==> config.mk <==
export PLATFORM = sky130hd
export DESIGN_NAME = board_move_ctrl
export DESIGN_NICKNAME = d
export VERILOG_FILES = /design/src/rtl/board_move_ctrl.sv
export SDC_FILE = /design/constraint.sdc
export NUM_CORES = 1
export LEC_CHECK = 0
export ABC_AREA = 1
export CAP_MARGIN = 0
export CORE_MARGIN = 4
export CORE_UTILIZATION = 50
export DETAILED_ROUTE_END_ITERATION = 6
export PLACE_DENSITY = 0.85
export SETUP_SLACK_MARGIN = 0.4
export SYNTH_ARGS = -nofsm -noshare
export SYNTH_HDL_FRONTEND = slang
export SYNTH_SLANG_ARGS = --single-unit
==> constraint.sdc <==
create_clock -name CLK -period 2.8 [get_ports CLK]
set_input_delay 0.28 -clock CLK [delete_from_list [all_inputs] [get_ports CLK]]
set_output_delay 0.28 -clock CLK [all_outputs]
set_load 0.02 [all_outputs]
==> src/rtl/board_move_ctrl.sv <==
// Board move controller: validates and applies a single-piece move on a 64-square
// board memory, or rewrites the whole board to its start layout.
module board_move_ctrl #(
  parameter logic [3:0] EMPTY_CODE = 4'hC
) (
  input  logic       CLK,
  input  logic       RESET,
  input  logic       MOVE_REQ,
  input  logic [5:0] MOVE_FROM,
  input  logic [5:0] MOVE_TO,
  input  logic       INIT_REQ,
  output logic       READY,
  output logic       DONE,
  output logic [1:0] RESULT,
  output logic [3:0] CAPTURED,
  output logic       BRD_CS,
  output logic       BRD_READ,
  output logic       BRD_WRITE,
  output logic [5:0] BRD_ADDR,
  output logic [3:0] BRD_WRITEDATA,
  input  logic [3:0] BRD_READDATA,
  output logic [3:0] DBG_STATE
);

  // Request handshake: READY is high only in IDLE; a request (INIT_REQ or
  // MOVE_REQ) is taken on any rising edge where READY is high, INIT_REQ winning.
  typedef enum logic [3:0] {
    IDLE    = 4'd0,
    RD_SRC  = 4'd1,
    LAT_SRC = 4'd2,
    RD_DST  = 4'd3,
    LAT_DST = 4'd4,
    WR_DST  = 4'd5,
    WR_SRC  = 4'd6,
    INIT    = 4'd7,
    FIN     = 4'd8
  } state_t;

  localparam logic [1:0] RES_OK    = 2'b00;
  localparam logic [1:0] RES_SAME  = 2'b01;
  localparam logic [1:0] RES_EMPTY = 2'b10;
  localparam logic [1:0] RES_OWN   = 2'b11;

  state_t     state_q, next_state;
  logic [5:0] from_q, to_q, init_addr_q;
  logic       same_q;
  logic [3:0] src_q;
  logic [1:0] result_q, fin_res;
  logic [3:0] captured_q;
  logic       rd, wr;
  logic [5:0] addr;
  logic [3:0] wdata, init_code;

  always_comb begin
    init_code = EMPTY_CODE;
    case (init_addr_q[5:3])
      3'd0: case (init_addr_q[2:0])
              3'd0, 3'd7: init_code = 4'h6;
              3'd1, 3'd6: init_code = 4'h4;
              3'd2, 3'd5: init_code = 4'h2;
              3'd3:       init_code = 4'h8;
              default:    init_code = 4'hA;
            endcase
      3'd1: init_code = 4'h0;
      3'd6: init_code = 4'h1;
      3'd7: case (init_addr_q[2:0])
              3'd0, 3'd7: init_code = 4'h7;
              3'd1, 3'd6: init_code = 4'h5;
              3'd2, 3'd5: init_code = 4'h3;
              3'd3:       init_code = 4'h9;
              default:    init_code = 4'hB;
            endcase
      default: init_code = EMPTY_CODE;
    endcase
  end

  always_comb begin
    next_state = state_q;
    rd         = 1'b0;
    wr         = 1'b0;
    addr       = 6'd0;
    wdata      = 4'd0;
    fin_res    = RES_OK;
    case (state_q)
      IDLE: begin
        if (INIT_REQ)      next_state = INIT;
        else if (MOVE_REQ) next_state = RD_SRC;
      end
      RD_SRC: begin
        // Same-square moves spend this cycle idle on the bus, then finish.
        if (same_q) begin
          next_state = FIN;
          fin_res    = RES_SAME;
        end else begin
          rd         = 1'b1;
          addr       = from_q;
          next_state = LAT_SRC;
        end
      end
      LAT_SRC: next_state = RD_DST;
      RD_DST: begin
        rd         = 1'b1;
        addr       = to_q;
        next_state = LAT_DST;
      end
      LAT_DST: begin
        if (src_q == EMPTY_CODE) begin
          next_state = FIN;
          fin_res    = RES_EMPTY;
        end else if (BRD_READDATA != EMPTY_CODE && src_q[0] == BRD_READDATA[0]) begin
          next_state = FIN;
          fin_res    = RES_OWN;
        end else begin
          next_state = WR_DST;
        end
      end
      WR_DST: begin
        wr         = 1'b1;
        addr       = to_q;
        wdata      = src_q;
        next_state = WR_SRC;
      end
      WR_SRC: begin
        wr         = 1'b1;
        addr       = from_q;
        wdata      = EMPTY_CODE;
        next_state = FIN;
      end
      INIT: begin
        wr    = 1'b1;
        addr  = init_addr_q;
        wdata = init_code;
        if (init_addr_q == 6'd63) next_state = FIN;
      end
      FIN:     next_state = IDLE;
      default: next_state = IDLE;
    endcase
  end

  always_ff @(posedge CLK) begin
    if (RESET) begin
      state_q     <= IDLE;
      from_q      <= 6'd0;
      to_q        <= 6'd0;
      same_q      <= 1'b0;
      src_q       <= 4'd0;
      init_addr_q <= 6'd0;
      result_q    <= RES_OK;
      captured_q  <= EMPTY_CODE;
    end else begin
      state_q <= next_state;
      if (state_q == IDLE && (INIT_REQ || MOVE_REQ)) begin
        from_q      <= MOVE_FROM;
        to_q        <= MOVE_TO;
        same_q      <= (MOVE_FROM == MOVE_TO);
        init_addr_q <= 6'd0;
      end
      if (state_q == LAT_SRC) src_q <= BRD_READDATA;
      if (state_q == LAT_DST) captured_q <= BRD_READDATA;
      if (state_q == RD_SRC && same_q) captured_q <= EMPTY_CODE;
      if (state_q == INIT) begin
        init_addr_q <= init_addr_q + 6'd1;
        if (init_addr_q == 6'd63) captured_q <= EMPTY_CODE;
      end
      // RESULT only changes on the transition into FIN, so it holds between completions.
      if (next_state == FIN && state_q != FIN) result_q <= fin_res;
    end
  end

  assign READY         = (state_q == IDLE) && !RESET;
  assign DONE          = (state_q == FIN) && !RESET;
  assign RESULT        = result_q;
  assign CAPTURED      = captured_q;
  assign BRD_READ      = rd && !RESET;
  assign BRD_WRITE     = wr && !RESET;
  assign BRD_CS        = (rd || wr) && !RESET;
  assign BRD_ADDR      = RESET ? 6'd0 : addr;
  assign BRD_WRITEDATA = RESET ? 4'd0 : wdata;
  assign DBG_STATE     = state_q;

endmodule

==> metrics.md <==
| Metric | Value |
|---|---|
| Largest net degree at the start of global routing | 24 |
| CTS clock-pin slew for the worst setup and hold paths | ~0.06 ns |
| Post-CTS sizing | 13 |
| Number of I/O pins | between 40 and 50 |
| Leakage | between 1 and 1.5 nW |
| Die height | approximately 70 um |
| Fraction of layout cells with a size suffix above 1 | under 10% |
| Register area share after synthesis | between 30% and 40% |
| N_diodes | 0 |
| Clock sinks | 33 |
| Tmin final | 2.20 ns |
| Area Growth Syn to Fin | 30.2% |
| Post-synthesis cell count | 303 |
| DIE AREA | 0.00496 mm2 |
| Final slew viol count | 0 |
| DRC Markers | 0 |
| Worst endpoint required time | 2.52 ns |
| Vias in the first global route | 1882 |
| GRT Util Overall | a little over a fifth |
| Worst Hold Slack | around 0.47 ns |
| CTS Buf Count | 5 |
| Worst slew margin | a little over three fifths |
| Antenna violations before repair | 0 |
| Crit Path Category | register to output pin |
| DR vias | about 2100 |
| Crit. End Element | output pin |
| Std cell rows | 22 |
| Pre-CTS setup slack | roughly 0.44 ns |
| H-tree depth | 2 |
| CTS Hold Bufs | 0 |
| Root Driver | clkbuf_8 |
| Worst Path Arrival | 1.92 ns |
| F_max | 455 MHz |
| Yosys warns | 0 |
| Vias per cell | approximately 5.2 |
| DP Wirelength | about 3.8 mm |
| Initial DRT Pass Iterations | 4 |
| TritonCTS clock tree | built |
| Routed Antenna Nets | 0 |
| CP Launch Type | register |
| Post-synth net total | roughly 330 |
| Setup_tns | 0 ns |
| Crit-path max FO | 6 |
| Max_cap viols | 0 |
| Clk buf depth | 2 |
| Min-Delay Path Class | register to register |
| Port bufs | 44 |
| FF+latch count, synth | 33 |
| Synth Cell Area | between 0.0015 and 0.002 mm2 |
| Final Hold Fails | 0 |
| Inst Count DP | 390 |
| First-pass GRT wire length | 8.33 mm |
| RSZ-0062 raised after global routing | no |
| Layout filler cell count | approximately 340 |
| Nets | roughly 380 |
| Worst-Skew Late Latency | 0.29 ns |
| Finished Layout Cells | around 400 |
| Grt total ovfl | 0 |
| Status | finished, final reports clean |
| Final wirelength | 5.06 mm |
| Slew @ Worst Pin | 0.560 ns |
| PD cells | approximately 830 mW/mm2 |
| Worst Skew | 0.00471 ns |
| DR WL/cell | 12.8 um |
| Peak VDD IR | between 300 and 400 uV |
| Number of distinct library cells after synthesis | 26 |
| Setup violators final | 0 |
| Core footprint | 0.00372 mm2 |
| Die X | 70.5 um |
| Placer Congestion | ~0.85 |
| Worst setup margin | ~0.6 ns |
| Detailed Route Iter0 Violations | about 130 |
| Tcrit/Tclk final | 78.6% |
| Synthesized area per cell | roughly 6.4 um2 |
| Initial Utilization | 52.5% |
| Setup bufs post-CTS | 0 |
-- synthesized netlist by cell type --
library cell	count	share of area (%)
nor3_1	7	1.8
a21boi_0	1	0.39
or2_2	1	0.32
o2111ai_1	2	0.90
a22oi_1	6	2.3
a21oi_1	36	9.2
nor2_4	2	1.2
nand3_1	7	1.8
nor4_1	1	0.32
or2_1	1	0.32
nor2_1	41	7.9
nand3b_1	1	0.39
buf_2	1	0.26
dfxtp_1	33	34
nor2_2	5	1.6
ha_1	8	5.1
buf_4	2	0.77
clkbuf_1	4	0.77
nand2_1	73	14
o21ai_0	22	5.6
inv_2	1	0.19
o21ai_2	1	0.45
xor2_1	3	1.3
inv_1	39	7.5
nand2_2	3	0.96
nand4_1	2	0.64
-- cell type report --
type / instances / area [um2] / share of cell area, %
inverter: 40 / 150 / 5.91
clock buffer: 7 / 86.3 / 3.40
multi-input combinational: 223 / 1120 / 44.0
sequential: 33 / 667 / 26.3
timing repair buffer: 46 / 459 / 18.1
tap: 48 / 60.1 / 2.36
-- cell usage in the layout, fill, tap and decap left out --
cell / count
nand2_1: 73
nor2_1: 41
inv_1: 39
a21oi_1: 36
clkdlybuf4s50_1: 32
dfxtp_1: 28
o21ai_0: 22
ha_1: 8
nor3_1: 7
nand3_1: 7
dlygate4sd2_1: 7
a22oi_1: 6
clkbuf_8: 6
dfxtp_2: 5
dlymetal6s2s_1: 5
nor2_2: 4
nor2_4: 3
nand2_2: 3
xor2_1: 3
nand4_1: 2
o2111ai_1: 2
buf_4: 2
a21boi_0: 1
o21ai_4: 1
nor4_1: 1
inv_2: 1
nand3b_1: 1
or2_2: 1
or2_1: 1
clkbuf_1: 1
-- through the flow --
step	power (W)	utilization (%)	cell area (um2)
after floorplan	0.00142	-	1950
after global placement	0.00174	65.4	2430
after detailed placement	0.00175	65.4	2430
after CTS	0.00212	68.0	2530
after global routing	0.00228	68.4	2540
final	0.00212	68.4	2540
-- kinds of logic (layout without fill, tap and decap cells) --
| kind of cell | count (synthesis) | count (layout) | share of synthesized area (%) |
|---|---|---|---|
| AOI/OAI and AO/OA | 68 | 68 | 18.9 |
| xor gates and xnor gates | 3 | 3 | 1.35 |
| adders and majority gates | 8 | 8 | 5.13 |
| buffers and inverters | 47 | 93 | 9.49 |
| DFF | 33 | 33 | 33.9 |
| and+or+nand+nor | 144 | 144 | 31.2 |
-- path summary, 6_finish.rpt --
check                                   from             end  slack [ns]  depth (start not counted)
worst max-delay path            DBG_STATE[0]     BRD_ADDR[0]        0.60                          7
worst min-delay path             CAPTURED[1]     CAPTURED[1]        0.47                          2
worst max register to register  DBG_STATE[0]  init_addr_q[2]        1.12                          8
worst min register to register   CAPTURED[1]     CAPTURED[1]        0.47                          2
-- registers in the layout, summed over array words and instances (netlist names) --
name and cells:
init_addr_q 6, DBG_STATE 4, to_q 6, same_q 1, from_q 6, CAPTURED 4, RESULT 2, src_q 4
-- per-layer routing --
metal | share of wire [%] | track usage [%] | vias up
met5 | 0 | 0 | -
met4 | 1.8 | 8.09 | 0
met3 | 6.5 | 5.04 | 9
met2 | 47 | 35.0 | 77
met1 | 45 | 25.7 | 934
li1 | - | - | 1064
-- worst max-delay path, stage by stage (launching register included) --
cell	delay (ns)
dfxtp_1	0.41
inv_1	0.07
nor2_1	0.18
nand2_1	0.14
o21ai_4	0.22
nand2_1	0.09
a21oi_1	0.17
dlygate4sd2_1	0.35
-- power breakdown --
part	leakage, nW	total, W	internal (W)	switching [W]
Sequential	0.273	0.000747	0.000635	0.000112
Clock	0.0443	0.000365	0.000195	0.000170
Combinational	0.931	0.00101	0.000370	0.000637
(Power assumes the default switching activity.)
